[src/rtl/cpu_pkg.sv]
// Types and constants shared along the saturating-exception path of the 8-bit CPU
// (the EX-stage detector and exception_handler both import this package).
package cpu_pkg;

    typedef enum logic [1:0] {
        EXC_NONE = 2'b00,
        EXC_POS  = 2'b01,
        EXC_NEG  = 2'b10,
        EXC_RSVD = 2'b11
    } exc_code_t;

    localparam logic [15:0] SAT_POS = 16'h7FFF;
    localparam logic [15:0] SAT_NEG = 16'h8000;

    typedef enum logic [1:0] {
        S_IDLE,
        S_WR_HI,
        S_WR_LO,
        S_DONE
    } handler_state_t;

endpackage

[src/rtl/exception_handler.sv]
// Saturating-exception responder: freezes and flushes the pipeline front, then writes the
// 16-bit saturation value into a register pair one byte per granted write-port cycle.
import cpu_pkg::*;

module exception_handler #(
    parameter logic [2:0] HI_REG = 3'd1,
    parameter logic [2:0] LO_REG = 3'd2,
    parameter int         CNT_W  = 8
) (
    input  logic             clk,
    input  logic             rst_n,
    input  logic [1:0]       exception_code,
    input  logic             wb_ready,
    output logic             stall,
    output logic             flush,
    output logic             rf_we,
    output logic [2:0]       rf_waddr,
    output logic [7:0]       rf_wdata,
    output logic             done,
    output logic [CNT_W-1:0] exc_count,
    output logic             spurious
);

    handler_state_t state, next_state;
    exc_code_t      code;
    logic [15:0]    result_q;
    logic           take_exc;

    assign code     = exc_code_t'(exception_code);
    assign take_exc = (code == EXC_POS) || (code == EXC_NEG);

    always_comb begin
        next_state = state;
        stall      = 1'b0;
        flush      = 1'b0;
        rf_we      = 1'b0;
        rf_waddr   = 3'd0;
        rf_wdata   = 8'd0;
        done       = 1'b0;
        case (state)
            // rst_n gating keeps every output low while reset is held, whatever the code input.
            S_IDLE: begin
                if (rst_n && take_exc) begin
                    stall      = 1'b1;
                    flush      = 1'b1;
                    next_state = S_WR_HI;
                end
            end
            S_WR_HI: begin
                stall    = 1'b1;
                rf_we    = wb_ready;
                rf_waddr = HI_REG;
                rf_wdata = result_q[15:8];
                if (wb_ready) next_state = S_WR_LO;
            end
            S_WR_LO: begin
                stall    = 1'b1;
                rf_we    = wb_ready;
                rf_waddr = LO_REG;
                rf_wdata = result_q[7:0];
                if (wb_ready) next_state = S_DONE;
            end
            S_DONE: begin
                done       = 1'b1;
                next_state = S_IDLE;
            end
            default: next_state = S_IDLE;
        endcase
    end

    always_ff @(posedge clk or negedge rst_n) begin
        if (!rst_n) begin
            state     <= S_IDLE;
            result_q  <= 16'd0;
            exc_count <= '0;
            spurious  <= 1'b0;
        end else begin
            state <= next_state;
            // The code is only meaningful in IDLE; busy states ignore it entirely.
            if (state == S_IDLE) begin
                if (take_exc) begin
                    result_q <= (code == EXC_POS) ? SAT_POS : SAT_NEG;
                    if (exc_count != '1) exc_count <= exc_count + CNT_W'(1);
                end
                if (code == EXC_RSVD) spurious <= 1'b1;
            end
        end
    end

endmodule

[config.mk]
export PLATFORM = sky130hd
export DESIGN_NAME = exception_handler
export DESIGN_NICKNAME = d
export VERILOG_FILES = /design/src/rtl/cpu_pkg.sv /design/src/rtl/exception_handler.sv
export SDC_FILE = /design/constraint.sdc
export NUM_CORES = 1
export LEC_CHECK = 0
export ABC_AREA = 1
export BUFFER_PORTS_ARGS = -buffer_cell sky130_fd_sc_hd__buf_2
export CAP_MARGIN = 20
export CORE_ASPECT_RATIO = 0.7
export CORE_UTILIZATION = 45
export DETAILED_ROUTE_END_ITERATION = 7
export PLACE_DENSITY = 0.79
export SYNTH_ARGS = -nofsm -noshare
export SYNTH_HDL_FRONTEND = slang
export SYNTH_SLANG_ARGS = --single-unit
[constraint.sdc]
create_clock -name clk -period 2.9 [get_ports clk]
set_input_delay 0.145 -clock clk [delete_from_list [all_inputs] [get_ports clk]]
set_output_delay 0.145 -clock clk [all_outputs]
set_load 0.02 [all_outputs]
Word level (Yosys, flattened, before mapping)
Cells that the tools add are included.
Word-level totals
  bits in registers: 27
  input port bits: 5
  output and inout port bits: 24
Operators by class
  $add $sub $neg: 1
  equality and inequality tests: 10
  multiplexer cells: 12
  reduce and logical (&&, ||, !) cells: 8
Operators with widths (number)
  2-to-1 mux 16 bit: 1
  case mux 8 bit (2 select lines): 1
  adder 8 x 1 -> 8 bit, second input constant: 1
  equality test 2 bit, second input constant: 4
  inequality test 8 bit, second input constant: 1
  case mux 2 bit (4 select lines): 1
  2-to-1 mux 2 bit: 3
  inequality test 2 bit, second input constant: 3
  AND reduction 3 bit: 2
  equality test 2 x 1 -> 1 bit, second input constant: 2
  2-to-1 mux 1 bit: 4
  case mux 2 bit (2 select lines): 1
  AND reduction 2 bit: 2
  zero test 2 bit: 1
  case mux 1 bit (2 select lines): 1
  OR reduction 2 bit: 1
  logical AND 1 bit: 1
  logical OR 1 bit: 1

Depth between registers and ports, before layout
  word-level depth: 5
  mapped depth: 9
  depth with buffers taken out: 9

Worst setup path after synthesis
Ideal clock, no wire load.
  path kind: reg2out
  start point: register state[0]
  end point: output rf_wdata[1]
  arrival time: 1.781 ns
  required time: 2.755 ns
  slack: 0.974 ns
  cell stages (with the launch flop): 6
  path buffers: 1
  path through: dfrtp_1 -> inv_1 -> ha_1 -> nand2_1 -> a21oi_1 -> buf_4
On the way
  longest elaborated chain between the ends: 2
Ends and longest elaborated chain
  start: declaration: RTL line exception_handler.sv:24  | handler_state_t state, next_state;
  start signal: assignment: RTL line exception_handler.sv:78  | state <= next_state;
  equality test 2 bit / equality test 2 x 1 -> 1 bit (equally long branches): RTL line exception_handler.sv:40  | case (state)
  case mux 8 bit (2 select lines) (*): RTL line exception_handler.sv:40
  end: declaration: RTL line exception_handler.sv:18  | output logic [7:0] rf_wdata,
Mark *: on every way between the ends. The rest lies on a longest branch, timed or not.

Final worst setup path
  start point: register state[0]
  end point: output rf_wdata[3]
Same word-level chain as after synthesis.

==> impl_results.md <==
- XOR/XNOR share of the synthesized area: 0.0283
- Htree depth: 1
- Max incr delay on CP: 0.42 ns
- Largest family of logic cells by synthesized area: simple AND/OR/NAND/NOR gates
- Num Clock Sinks: 13
- Root Buffer: clkbuf_4
- Post-synthesis mux area share: 0.0121
- DRT iter0 DRCs: 14
- Pre-CTS setup slack: 1.26 ns
- Hold WC Path Type: input port to flop
- Initial antenna violation count: 0
- Post_cts resized: 0
- Crit path top cell by count: inv_1
- Max Cap Viol: 0
- Buffers & Inverters on Critical Path: 3
- Seq cells post-synth: 13
- Final Hold Fails: 0
- GRT overflow: 0
- CTS buffer count: 3
- Max Fclk: 523 MHz
- Yosys cell types: 22
- Fin crit share: 0.659
- Port bufs: 27
- Ys Warns: 0
- Total negative slack: 0 ns
- Detailed placement HPWL: 1.44 mm
- Via/cell ratio: 4.71
- Share of cells above drive strength 1: 0.262
- Routability cong.: 0.852
- Rows: 13
- GRT Overall Usage: 0.169
- Pin count of the biggest net entering global routing: 16
- Worst EP arrival: 1.77 ns
- Cells after synthesis: 120
- Synth Area in Adders: 0.135
- Syn nets: 135
- Final count of pins violating max slew: 0
- Ports: 29
- Vias after detailed routing: 787
- CP max FO: 7
- RSZ-0062 raised after global routing: no
- DR WL/cell: 10.5 um
- Design Area, Final: 1070 um^2
- Compound-Gate Fraction of Synth Area: 0.0566
- Hold-fix buffers at CTS: 1
- Worst Slack Setup Final: 0.989 ns
- Ant diodes: 0
- CP Cell Sequence: inv_1, ha_1, inv_1, a21oi_1, buf_2
- Sequential element share of the synthesized area: 0.350
- Die width: 56.3 um
- Pwr dens: 944 nW/um^2
- Reg clk slew, reported paths: 0.08 ns
- CP Launch Type: flop
- Critical Path End Type: primary output
- Maximum root-to-sink buffer count: 2
- Setup Viol. Count Final: 0
- Die area: 2250 um^2
- HP Start: exception_code[0]
- CP startpoint: state[0]
- Routed wire length: 1.75 mm
- Origin of the critical flop-to-flop path: state[0]
- Core footprint: 1900 um^2
- Post-synthesis simple-gate area fraction: 0.290
- Critical Path Slowest Stage Cell: dfrtp_1
- Fin Hold WS: 0.242 ns
- Layout Skew: 0.00645 ns
- Tmin final: 1.91 ns
- Vias in the first global route: 619
- Worst-case vdd ir drop: 0.488 mV
- Die Y: 40 um
- Placed Area: 1040 um^2
- Worst EP required: 2.76 ns
- Outcome: complete, no violations
- 1st-pass router iterations: 4
- NumNets Final: 161
- CP Class: flop to primary output
- Cell leakage power: 0.633 nW
- Cell family with most CP delay: buffers and inverters
- First-pass GRT wire length: 2.72 mm
- Post-detailed-route DRC marker count: 0
- Antenna Nets Post-Route: 0
- Initial Util: 0.488
- CTS tree: done
- Area grow syn2layout: 15.8%
- Syn_area_per_cell: 7.74 um^2
- Setup Buffers After CTS: 0
- Post-Syn Area: 928 um^2
- Clock Latency Late Sink: 0.28 ns
## cell families (layout without fill, tap and decap cells)
family	after synthesis	count (layout)
multiplexers	1	1
buffers and inverters	23	48
other	1	1
AND/OR/NAND/NOR	59	59
flip-flops	13	13
XOR/XNOR	3	3
AO/OA/AOI/OAI	10	10
adder cells (fa/ha/maj)	10	10
## layer usage
layer / share of wire / global-route usage
met5: 0 / 0
met4: 0.0057 / 0.0732
met3: 0.035 / 0.0516
met2: 0.49 / 0.271
met1: 0.47 / 0.220
## per-stage QoR
step	util	total power (W)	std cells
4_1_cts	0.565	0.00103	167
2_1_floorplan	-	0.000774	120
3_3_place_gp	0.546	0.000889	162
6_report	0.565	0.00101	167
5_1_grt	0.565	0.00111	167
3_5_place_dp	0.546	0.000914	162
## worst min-delay path, cell delays in order
cell and delay (ns):
buf_2 0.10, ha_1 0.15, o21ai_0 0.08
## where the power goes
group          leakage (nW)  internal, W  switching (W)
registers             0.160     0.000241      0.0000716
logic                 0.458     0.000202       0.000389
clock network        0.0150    0.0000534      0.0000570
total                 0.633     0.000497       0.000518
## registers in the layout, indices dropped and copies added (netlist names)
name       count
exc_count      8
result_q       2
state          2
spurious       1
## path summary, 6_finish.rpt
check / slack, ns / depth (start not counted) / to
hold / removal: 0.24 / 3 / result_q[15]
setup / recovery: 0.99 / 5 / rf_wdata[3]
min in group asynchronous: 0.29 / 2 / exc_count[3]
hold reg to reg: 0.49 / 1 / spurious
max in group asynchronous: 2.37 / 2 / exc_count[7]
setup reg to reg: 1.48 / 8 / exc_count[5]
## Yosys cell counts
cell,instances,share of area
a21o_1,1,0.0081
a21oi_1,3,0.016
buf_4,7,0.057
conb_1,1,0.0040
dfrtp_1,13,0.35
ha_1,10,0.13
inv_1,13,0.053
inv_2,2,0.0081
inv_4,1,0.0067
mux2_1,1,0.012
nand2_1,43,0.17
nand2_2,1,0.0067
nand2_4,1,0.012
nand2_8,1,0.022
nand3_1,3,0.016
nand4_1,1,0.0067
nor2_1,7,0.028
nor2_4,2,0.024
o21ai_0,3,0.016
o21ai_1,3,0.016
xnor2_1,2,0.019
xor2_1,1,0.0094
## cell type report
class                      instances  area (um^2)
timing repair buffer              28          145
tap                               22         27.5
clock buffer                       4         26.3
fill                             177          828
multi-input combinational         84          488
inverter                          16         62.6
sequential                        13          325
## cells in the final DEF, fill, tap and decap left out
cell and instances:
xor2_1 1, conb_1 1, inv_4 1, nor2_1 7, o21ai_1 3, ha_1 10
a21oi_1 3, nor2_4 2, nand2_2 1, mux2_1 1, nand4_1 1, inv_1 13
xnor2_1 2, inv_2 2, clkbuf_1 1, dfrtp_1 13, nand2_1 43, nand3_1 3
buf_2 27, nand2_8 1, dlygate4sd3_1 1, nand2_4 1, o21ai_0 3, a21o_1 1
clkbuf_4 3
Power figures use the tool's default switching activity.
